## src/rtl/program_loader.sv

```systemverilog
// Host-side program loader: streams address/data byte pairs onto the CPU bus while
// holding the CPU in reset, then releases it once every RAM location is written.
module program_loader #(
  parameter int unsigned RAM_BYTES   = 16,
  parameter int unsigned HOLD_CYCLES = 2
) (
  input  logic       clk,
  input  logic       rst,
  input  logic       start,
  input  logic       abort,
  input  logic [7:0] in_data,
  input  logic       in_valid,
  output logic       in_ready,
  output logic [7:0] bus_data,
  output logic       bus_drive,
  output logic       sel_addr,
  output logic       cpu_rst_n,
  output logic       busy,
  output logic       done
);

  localparam int unsigned HoldW = $clog2(HOLD_CYCLES + 1);
  localparam logic [HoldW-1:0] HoldLast = HoldW'(HOLD_CYCLES - 1);
  localparam logic [3:0] AddrLast = 4'(RAM_BYTES - 1);

  localparam logic [2:0] StIdle = 3'd0;
  localparam logic [2:0] StWait = 3'd1;
  localparam logic [2:0] StAddr = 3'd2;
  localparam logic [2:0] StData = 3'd3;
  localparam logic [2:0] StGap  = 3'd4;
  localparam logic [2:0] StDone = 3'd5;

  logic [2:0]       state_q, state_d;
  logic [3:0]       addr_q, addr_d;
  logic [HoldW-1:0] hold_q, hold_d;
  logic [7:0]       data_q, data_d;
  logic             rstn_q, rstn_d;

  always_comb begin
    state_d = state_q;
    addr_d  = addr_q;
    hold_d  = hold_q;
    data_d  = data_q;
    rstn_d  = rstn_q;
    // abort wins over every other event; the CPU stays in reset
    if (state_q != StIdle && abort) begin
      state_d = StIdle;
    end else begin
      case (state_q)
        StIdle: begin
          if (start) begin
            state_d = StWait;
            addr_d  = 4'd0;
            rstn_d  = 1'b0;
          end
        end
        StWait: begin
          if (in_valid) begin
            data_d  = in_data;
            state_d = StAddr;
            hold_d  = '0;
          end
        end
        StAddr: begin
          if (hold_q == HoldLast) begin
            state_d = StData;
            hold_d  = '0;
          end else begin
            hold_d = hold_q + 1'b1;
          end
        end
        StData: begin
          if (hold_q == HoldLast) begin
            state_d = StGap;
          end else begin
            hold_d = hold_q + 1'b1;
          end
        end
        StGap: begin
          if (addr_q == AddrLast) begin
            state_d = StDone;
            rstn_d  = 1'b1;
          end else begin
            addr_d  = addr_q + 4'd1;
            state_d = StWait;
          end
        end
        StDone:  state_d = StIdle;
        default: state_d = StIdle;
      endcase
    end
  end

  always_ff @(posedge clk) begin
    if (rst) begin
      state_q <= StIdle;
      addr_q  <= 4'd0;
      hold_q  <= '0;
      data_q  <= 8'h00;
      rstn_q  <= 1'b1;
    end else begin
      state_q <= state_d;
      addr_q  <= addr_d;
      hold_q  <= hold_d;
      data_q  <= data_d;
      rstn_q  <= rstn_d;
    end
  end

  always_comb begin
    in_ready  = (state_q == StWait);
    sel_addr  = (state_q == StAddr);
    bus_drive = (state_q == StAddr) || (state_q == StData);
    busy      = (state_q != StIdle);
    done      = (state_q == StDone);
    cpu_rst_n = rstn_q;
    bus_data  = 8'h00;
    if (state_q == StAddr) begin
      bus_data = {4'b0000, addr_q};
    end else if (state_q == StData) begin
      bus_data = data_q;
    end
  end

endmodule

```

## config.mk

```make
export PLATFORM = sky130hd
export DESIGN_NAME = program_loader
export DESIGN_NICKNAME = d
export VERILOG_FILES = /design/src/rtl/program_loader.sv
export SDC_FILE = /design/constraint.sdc
export NUM_CORES = 1
export LEC_CHECK = 0
export ABC_AREA = 1
export CORE_UTILIZATION = 47
export DETAILED_ROUTE_END_ITERATION = 12
export GPL_TIMING_DRIVEN = 0
export PLACE_DENSITY = 0.8
export SLEW_MARGIN = 20
export SYNTH_ARGS = -nofsm -noshare
export SYNTH_HDL_FRONTEND = slang
export SYNTH_SLANG_ARGS = --single-unit
```

## constraint.sdc

```tcl
create_clock -name clk -period 1.9 [get_ports clk]
set_input_delay 0.19 -clock clk [delete_from_list [all_inputs] [get_ports clk]]
set_output_delay 0.19 -clock clk [all_outputs]
set_load 0.005 [all_outputs]
```

==> results_tabular.tex <==
\begin{tabular}{lr}
\hline
Metric & Value \\
\hline
\multicolumn{2}{l}{\textbf{Floorplan}} \\
Row Count & 17 \\
Number of top-level pins & 27 \\
Die Height & 50.7 µm \\
Die area & 2570 µm² \\
Core Area & 2230 µm² \\
Die extent in x & 50.7 µm \\
Starting Density & 50.0\% \\
\multicolumn{2}{l}{\textbf{Synthesis}} \\
Synthesis warning total & 0 \\
Distinct cell type count after synthesis & 29 \\
Mean Syn Cell Area & 7.25 µm² \\
Cells taking the most area after synthesis & dfxtp\_1 (32\%), inv\_1 (8.7\%), a21oi\_2 (7.8\%) \\
Cell area after synthesis & 1120 µm² \\
Number of synthesized register bits & 18 \\
Post-synth EDFFs & 0 \\
Area share of the largest cell type after synthesis & 32.3\% \\
Share of flip-flops with an asynchronous set or reset & 0\% \\
Part of the Yosys area used for sequential elements & 32.3\% \\
Primary FF master, synth & dfxtp\_1 \\
Cell type with the largest total area after synthesis & dfxtp\_1 \\
Post-Synthesis Net Count & 170 \\
Instance count of the mapped netlist & 154 \\
\multicolumn{2}{l}{\textbf{GRT}} \\
Largest net degree at the start of global routing & 11 \\
Wire length of the first global-routing pass & 4130 µm \\
Gr ovfl total & 0 \\
Total track usage & 21.7\% \\
Initial antenna violation count & 0 \\
Number of global-route vias before repair & 928 \\
\multicolumn{2}{l}{\textbf{Final layout}} \\
Area taken by flip-flops and latches & 365 µm² \\
Multi-input combinational cell area & 608 µm² \\
Fill cells & 194 \\
Number of nets at the end of the flow & 204 \\
Ratio of cells with drive above 1 in the final layout & 22.5\% \\
Post-synthesis to final-layout area growth & 33.7\% \\
Diode count & 0 \\
\multicolumn{2}{l}{\textbf{Drt}} \\
DRT Wirelength & 2630 µm \\
DR pass1 iterations & 4 \\
Residual antenna-violating net count after detailed routing & 0 \\
WL/cell & 12.2 µm \\
Detailed Route Iter0 Violations & 33 \\
Count of unresolved DRC violations after routing & 0 \\
Detailed-route vias per instance & 5.05 \\
Via count of the routed design & 1085 \\
\multicolumn{2}{l}{\textbf{Timing}} \\
Setup repair after global routing missed its margin & false \\
Least-Margin Pin Slew & 0.226 ns \\
Final count of pins violating max slew & 0 \\
Upper clock frequency limit & 0.549 GHz \\
Total Neg Setup Slack & 0 ns \\
Setup ws final & 0.0787 ns \\
Slew HR & 84.8\% \\
Minimum clock period & 1.82 ns \\
Setup violation total in the final timing report & 0 \\
Period utilization & 95.9\% \\
Post-Route Hold Slack & 0.469 ns \\
Endpoints failing hold & 0 \\
Worst Skew & 0.00373 ns \\
\multicolumn{2}{l}{\textbf{Placed design}} \\
Worst setup slack before clock tree synthesis & 0.128 ns \\
Count of input and output buffers & 26 \\
Sum of net half-perimeters after detailed placement & 1920 µm \\
Routability congestion estimate from global placement & 0.877 \\
\multicolumn{2}{l}{\textbf{Clock tree}} \\
Number of clock buffers inserted by TritonCTS & 3 \\
CTS root buffer & clkbuf\_4 \\
Clock insertion delay at the later pin of the skew report & 0.31 ns \\
Clock tree from TritonCTS & done \\
Clock-pin slew of the registers on the worst-case setup and hold paths & 0.11 ns \\
Sinks on the clock net & 18 \\
Number of levels the H-tree was split into & 1 \\
Maximum count of clock buffers along a single path & 2 \\
\multicolumn{2}{l}{\textbf{Pwr}} \\
Maximum VDD drop & 659 µV \\
Pwr per Cell Area & 1100 nW/µm² \\
Leakage component of the power & 0.685 nW \\
\multicolumn{2}{l}{\textbf{Critical path}} \\
Number of stages on the worst setup path & 5 \\
Critical path peak fanout & 8 \\
WS Path Type & reg -> out \\
Cell at the slowest stage of the critical path & clkdlybuf4s50\_1 \\
Startpoint types & register \\
Worst reg2reg path depth & 8 \\
Data required time of the critical path & 1.71 ns \\
Kind of end point of the critical path & output pin \\
Critical path buffer and inverter count & 4 \\
CP max stage delay & 0.49 ns \\
CP Cell Sequence & inv\_4 > buf\_4 > nand3\_4 > inv\_2 > clkdlybuf4s50\_1 \\
Category of cells accounting for the largest share of critical-path delay & buffers and inverters \\
Crit path arrival time & 1.63 ns \\
\multicolumn{2}{l}{\textbf{Worst hold path}} \\
Hold/Removal Path Class & reg -> reg \\
Worst hold path stage count & 2 \\
\multicolumn{2}{l}{\textbf{Job}} \\
Max\_cap viols & 0 \\
\multicolumn{2}{l}{\textbf{Outcome}} \\
Status & completed \\
\hline
\end{tabular}
## cell usage in the layout (no fill, tap or decap), types with 2 or more instances in the layout
master,synthesis,layout
inv_1,26,26
nor2_1,21,21
clkdlybuf4s50_1,0,20
nand2_1,19,19
dfxtp_1,18,16
a21oi_2,10,10
o21ai_0,9,9
nand3_1,7,7
clkbuf_4,1,4
nand2_2,4,4
dlygate4sd2_1,0,4
inv_2,3,3
o22ai_1,3,3
nand2_4,3,3
nand4_1,3,3
o21ai_1,3,3
ha_1,3,3
buf_4,1,3
buf_6,0,2
nand3_2,3,2
nor2_2,2,2
o21ai_2,2,2
o211ai_1,2,2
a21oi_1,2,2
xor2_1,2,2
dlymetal6s2s_1,0,2
## Yosys cell counts, types with 2 or more instances
cell type,number
inv_1,26
nor2_1,21
nand2_1,19
dfxtp_1,18
a21oi_2,10
o21ai_0,9
nand3_1,7
nand2_2,4
ha_1,3
inv_2,3
nand2_4,3
nand3_2,3
nand4_1,3
o21ai_1,3
o22ai_1,3
a21oi_1,2
nor2_2,2
o211ai_1,2
o21ai_2,2
xor2_1,2
## stage by stage
stage	util (%)	instance area (µm²)	total power, mW	cells
after floorplan	-	1120	1.12	154
after global placement	63.2	1410	1.34	208
after detailed placement	63.2	1410	1.36	208
after CTS	66.3	1480	1.63	215
after global routing	66.8	1490	1.79	215
final	66.8	1490	1.64	215
## worst register-to-register path, cell delays in order (launching register included)
cell and delay (ns):
dfxtp_2 0.39, inv_4 0.10, buf_4 0.11, nand3_2 0.10, nor2_2 0.16, nand2_4 0.10, buf_12 0.16, o21ai_2 0.14
a21oi_2 0.06
## final cells by class
| type | instances | area share, % |
|---|---|---|
| Sequential cell | 18 | 24.5 |
| Multi-Input combinational cell | 102 | 40.7 |
| Buffer | 4 | 3.35 |
| Clock buffer | 4 | 2.43 |
| Inverter | 30 | 7.71 |
| Tap cell | 28 | 2.35 |
| Timing Repair Buffer | 29 | 18.9 |
## flip-flops by register name, indices dropped and copies added, names as in the netlist
signal / cells
state_q: 3
cpu_rst_n: 1
addr_q: 4
data_q: 8
hold_q: 2
## final timing paths
path / end / from / slack [ns]
setup reg to reg: data_q[2] / state_q[2] / 0.48
setup / recovery: sel_addr / state_q[2] / 0.08
hold reg to reg: data_q[1] / data_q[1] / 0.47
hold / removal: data_q[1] / data_q[1] / 0.47
## timing repair
action,4_1_cts,5_1_grt
gates resized for setup,9,4
endpoints found under the setup margin,9,4
cloned,0,0
buffers inserted,3,0
hold buffers,0,0
hold endpoints to repair,0,0
## where the power goes
part,internal [mW],switching [mW]
Clock,0.117,0.129
Sequential,0.474,0.0683
Combinational,0.372,0.484
## per-layer routing
layer | track usage, % | vias to the layer above | part of all wire [%]
met5 | 0 | - | 0
met4 | 8.33 | 0 | 3.0
met3 | 6.97 | 10 | 5.6
met2 | 36.9 | 31 | 50
met1 | 25.0 | 488 | 41
li1 | - | 556 | -
## kinds of logic after synthesis
family          count (synthesis)  share of synthesized area, %
xor+xnor                        2                          1.57
compound gates                 32                          19.4
fa+ha+maj                       3                          3.36
buf+inv                        34                          13.9
flops                          18                          32.3
simple gates                   65                          29.5
No activity file was read; power rests on OpenSTA's default activity.
==> RTL change 1: new RTL, config.mk and constraints unchanged <==
Change the parameter `HOLD_CYCLES` from 2 to 1.
--- a/src/rtl/program_loader.sv
+++ b/src/rtl/program_loader.sv
@@ -3,5 +3,5 @@
 module program_loader #(
   parameter int unsigned RAM_BYTES   = 16,
-  parameter int unsigned HOLD_CYCLES = 2
+  parameter int unsigned HOLD_CYCLES = 1
 ) (
   input  logic       clk,
Function: changed (Yosys sat finds a counterexample within 4 cycles, from zero or initial values and one cycle with rst high).
==> RTL change 1 against the unedited design <==
Critical path type unchanged; via count shrank 10%; sequential cell count shrank 2; synthesized area shrank 17%; design area shrank 11%; setup slack lost 0.016 ns; routed wire length shrank 10%; hold slack gained 0.0051 ns.
Power is not compared: it rests on default switching activity, and its combinational part moved more than twofold at a synthesized area within 25%.
==> RTL change 1: results (changes against the unedited design) <==
| Metric | Value |
|---|---|
| Xor/xnor share of the synthesized area | `0% (was 1.570%)` |
| Vias | `977 (was 1085)` |
| Period minus WS final | `1.838 ns (was 1.821 ns)` |
| Syn nets | `142 (was 170)` |
| Dpl hpwl | `1640 um (was 1922 um)` |
| Slew at the pin closest to its max-slew limit | `0.5832 ns (was 0.2263 ns)` |
| Layout Skew | `0.003025 ns (was 0.003726 ns)` |
| Hold_sp | `data_q[7] (was data_q[1])` |
| Total Routed Length | `2357 um (was 2625 um)` |
| Capture point of the worst reg-to-reg path | `addr_q[1] (was data_q[2])` |
| Adder-Cell Fraction of Synth Area | `1.351% (was 3.363%)` |
| Sequential area share after synthesis | `34.59% (was 32.29%)` |
| CTS Buf Count | `3 (unchanged)` |
| Total GRT Usage | `25.04% (was 21.70%)` |
| Iter 0 DRT Violations | `29 (was 33)` |
| Hold endpoint | `data_q[7] (was data_q[1])` |
| Vias in the first global route | `916 (was 928)` |
| Non-Filler Instances | `190 (was 215)` |
| Compound-Gate Fraction of Synth Area | `12.84% (was 19.39%)` |
| Placer Congestion | `0.7864 (was 0.8766)` |
| Final nets | `180 (was 204)` |
| Ranking of synthesized cells by area | `dfxtp_1 (35%), nand3_1 (11%), nand2_1 (10%) (was dfxtp_1 (32%), inv_1 (8.7%), a21oi_2 (7.8%))` |
| Place WS | `0.1788 ns (was 0.1276 ns)` |
| Worst R2R Setup Slack | `0.48 ns (about the same)` |
| Outcome | `finished clean (unchanged)` |
| Max clock buf depth | `2 (unchanged)` |
| First-pass GRT wire length | `3870 um (was 4126 um)` |
| Share of post-route cells with drive strength above 1 | `22.42% (was 22.46%)` |
| Max Fanout on Critical Path | `6 (was 8)` |
| Post-DP Area | `1217 sq um (was 1411 sq um)` |
| Start point of the critical path | `state_q[1] (was state_q[2])` |
| Worst setup path end | `bus_data[0] (was sel_addr)` |
| Hold_ws | `0.4741 ns (was 0.4690 ns)` |
| Worst Reg2Reg Path Length in Cells | `7 (was 8)` |
| Synth top cells by count | `nand2_1 (25), nand3_1 (20), dfxtp_1 (16) (was inv_1 (26), nor2_1 (21), nand2_1 (19))` |
| Yosys cell types | `22 (was 29)` |
| Worst EP arrival | `1.65 ns (was 1.63 ns)` |
| FILL cells | `145 (was 194)` |
| R2r startpoint | `addr_q[0] (was state_q[2])` |
| Mapped Avg Cell Area | `7.234 sq um (was 7.247 sq um)` |
| Later-pin clock latency in the skew report | `0.29 ns (was 0.31 ns)` |
-- RTL change 1: changes by cell type in the layout (fill, tap and decap cells not counted), moves of 3 or more --
| cell | delta |
|---|---|
| a21oi_2 | -5 |
| nor2_1 | -9 |
| nand2_1 | +5 |
| nand3_1 | +13 |
| buf_4 | +4 |
| clkdlybuf4s50_1 | +3 |
| dlygate4sd2_1 | -4 |
| inv_1 | -14 |
| a21oi_1 | +8 |
| o22ai_1 | -3 |
| o21ai_0 | -5 |
-- RTL change 1: report_power, final --
| group | leakage (uW) | switching (uW) | internal (uW) |
|---|---|---|---|
| Combinational | 0.000419 | 159 | 129 |
| Sequential | 0.000132 | 12.6 | 357 |
| Clock | 0.0000210 | 115 | 117 |
| Total | 0.000572 | 286 | 603 |
-- RTL change 1: routing by layer --
| metal | vias to the layer above | routed length, um | share of wire (%) | track usage, % |
|---|---|---|---|---|
| li1 | 489 | - | - | - |
| met1 | 443 | 1029 | 44 | 31.28 |
| met2 | 39 | 1166 | 49 | 42.50 |
| met3 | 6 | 123 | 5.2 | 3.529 |
| met4 | 0 | 38 | 1.6 | 10.00 |
| met5 | - | 0 | 0 | 0 |
-- RTL change 1: layout make-up --
class	instances	area (sq um)	share of cell area (%)
multi-input cells	94	530.5	40.08
flip-flops and latches	16	327.8	24.76
repair buffers	33	320.3	24.20
inverters	16	62.56	4.726
clock buffers	4	36.28	2.741
well taps	25	31.28	2.363
plain buffers	2	15.01	1.134
-- RTL change 1: what timing repair did --
| item | 4_1_cts | 5_1_grt |
|---|---|---|
| setup buffers | 4 | 3 |
| gates resized for setup | 4 | 6 |
| setup endpoints to repair | 8 | 9 |
| pin swaps | 1 | 2 |
-- RTL change 1: tightest hold or removal path, cell delays in order, from the launching register on --
cell     delay, ns
dfxtp_1       0.33
nand2_1       0.06
a21oi_1       0.05
==> RTL change 2: new RTL, same settings <==
Made on the original files. `addr_q` and `data_q` no longer have a reset.
--- a/src/rtl/program_loader.sv
+++ b/src/rtl/program_loader.sv
@@ -95,15 +95,16 @@
     if (rst) begin
       state_q <= StIdle;
-      addr_q  <= 4'd0;
       hold_q  <= '0;
-      data_q  <= 8'h00;
       rstn_q  <= 1'b1;
     end else begin
       state_q <= state_d;
-      addr_q  <= addr_d;
       hold_q  <= hold_d;
-      data_q  <= data_d;
       rstn_q  <= rstn_d;
     end
+  end
+
+  always_ff @(posedge clk) begin
+    addr_q <= addr_d;
+    data_q <= data_d;
   end
 
Check against the original RTL: same outputs for any inputs over 10 cycles, from zero or initial values and one cycle with rst high; that may be too few to reach the edited logic, so the function may still have changed.
==> RTL change 2 against the unedited design <==
Sequential cell count is the same; clock skew shrank 0.0029 ns; setup slack better by 0.0041 ns; combinational power grew 2.5%; synthesized area shrank 12%; design area shrank 5.0%; register-to-register slack lost 0.33 ns; highest routed layer unchanged; critical path type unchanged; power increased by 2.4%; sequential share of layout area increased by 9.5 points; routed wire length is 13% lower.
==> RTL change 2: results (changes against the unedited design) <==
| Metric | Value |
|---|---|
| Place WS | `0.1692 ns (was 0.1276 ns)` |
| First-pass GRT wire length | `3180 um (was 4126 um)` |
| CP peak stage delay | `0.51 ns (was 0.49 ns)` |
| R2r startpoint | `state_q[0] (was state_q[2])` |
| Met1 Track Usage GR | `23.52% (was 25.05%)` |
| Worst Hold Depth | `1 (was 2)` |
| Hold_ws | `0.4470 ns (was 0.4690 ns)` |
| Vias in the first global route | `787 (was 928)` |
| Placed cells | `169 (was 208)` |
| # resized after CTS | `7 (was 9)` |
| Later-pin clock latency in the skew report | `0.29 ns (was 0.31 ns)` |
| GR Util met3 | `3.774% (was 6.970%)` |
| Vias | `919 (was 1085)` |
| Hold endpoint | `data_q[1] (unchanged)` |
| Top_reg_cell synth | `edfxtp_1 (was dfxtp_1)` |
| Dpl hpwl | `1555 um (was 1922 um)` |
| Headroom to the max-slew limit | `73.64% (was 84.75%)` |
| Compound-Gate Fraction of Synth Area | `8.005% (was 19.39%)` |
| Yosys cell types | `27 (was 29)` |
| Share of post-route cells with drive strength above 1 | `21.52% (was 22.46%)` |
| Post-DP Area | `1279 sq um (was 1411 sq um)` |
| Ranking of synthesized cells by area | `edfxtp_1 (37%), dfxtp_1 (12%), nand2_1 (8.0%) (was dfxtp_1 (32%), inv_1 (8.7%), a21oi_2 (7.8%))` |
| Total Routed Length | `2283 um (was 2625 um)` |
| EDFF count, synth | `12 (was 0)` |
| Sw Pwr | `658.5 uW (was 682.0 uW)` |
| Max Fanout on Critical Path | `6 (was 8)` |
| Worst EP arrival | `1.63 ns (about the same)` |
| Outcome | `finished clean (unchanged)` |
| Worst R2R Setup Slack | `0.15 ns (was 0.48 ns)` |
| Mapped Avg Cell Area | `8.489 sq um (was 7.247 sq um)` |
| Layout Skew | `0.0007986 ns (was 0.003726 ns)` |
| Syn nets | `132 (was 170)` |
| Hold_sp | `in_data[1] (was data_q[1])` |
| DR vias/cell | `4.968 (was 5.047)` |
| Synth top cells by count | `nand2_1 (21), inv_1 (18), nor2_1 (16) (was inv_1 (26), nor2_1 (21), nand2_1 (19))` |
| Iter 0 DRT Violations | `20 (was 33)` |
| Maximum VDD drop | `0.7662 mV (was 0.6586 mV)` |
| Worst Reg2Reg Path Length in Cells | `7 (was 8)` |
| Final nets | `175 (was 204)` |
| Leakage Power | `0.0006883 uW (was 0.0006854 uW)` |
| Sequential area share after synthesis | `48.79% (was 32.29%)` |
| GRT met2 Usage | `37.30% (was 36.89%)` |
| Xor/xnor share of the synthesized area | `0% (was 1.570%)` |
| Clk. pwr | `189 uW (was 246 uW)` |
| FILL cells | `164 (was 194)` |
| Worst setup path end | `in_ready (was sel_addr)` |
| Int Pwr | `1025 uW (was 962.6 uW)` |
| Capture point of the worst reg-to-reg path | `data_q[5] (was data_q[2])` |
| Placer Congestion | `0.8969 (was 0.8766)` |
| Port bufs | `26 (unchanged)` |
| Hold crit path type | `input port to register (was register to register)` |
[RTL change 2: changes by cell type in the layout (fill, tap and decap cells not counted), moves of 8 or more]
cell	change
edfxtp_1	+12
dfxtp_1	-11
a21oi_2	-10
buf_4	+9
inv_1	-8
o21ai_0	-8
[RTL change 2: metal layers]
| layer | part of all wire [%] | vias up | wire length, um |
|---|---|---|---|
| met4 | 1.1 | 0 | 24 |
| met1 | 42 | 427 | 964 |
| met2 | 52 | 28 | 1196 |
| met3 | 4.3 | 4 | 98 |
| met5 | 0 | - | 0 |
| li1 | - | 460 | - |
[RTL change 2: final cells by class]
| type | instances | area (sq um) | area share (%) |
|---|---|---|---|
| repair buffers | 38 | 352.8 | 24.89 |
| plain buffers | 2 | 22.52 | 1.589 |
| flip-flops and latches | 18 | 481.7 | 33.98 |
| well taps | 27 | 33.78 | 2.383 |
| clock buffers | 3 | 22.52 | 1.589 |
| inverters | 22 | 82.58 | 5.825 |
| multi-input cells | 74 | 417.9 | 29.48 |
| clock inverters | 1 | 3.754 | 0.2648 |
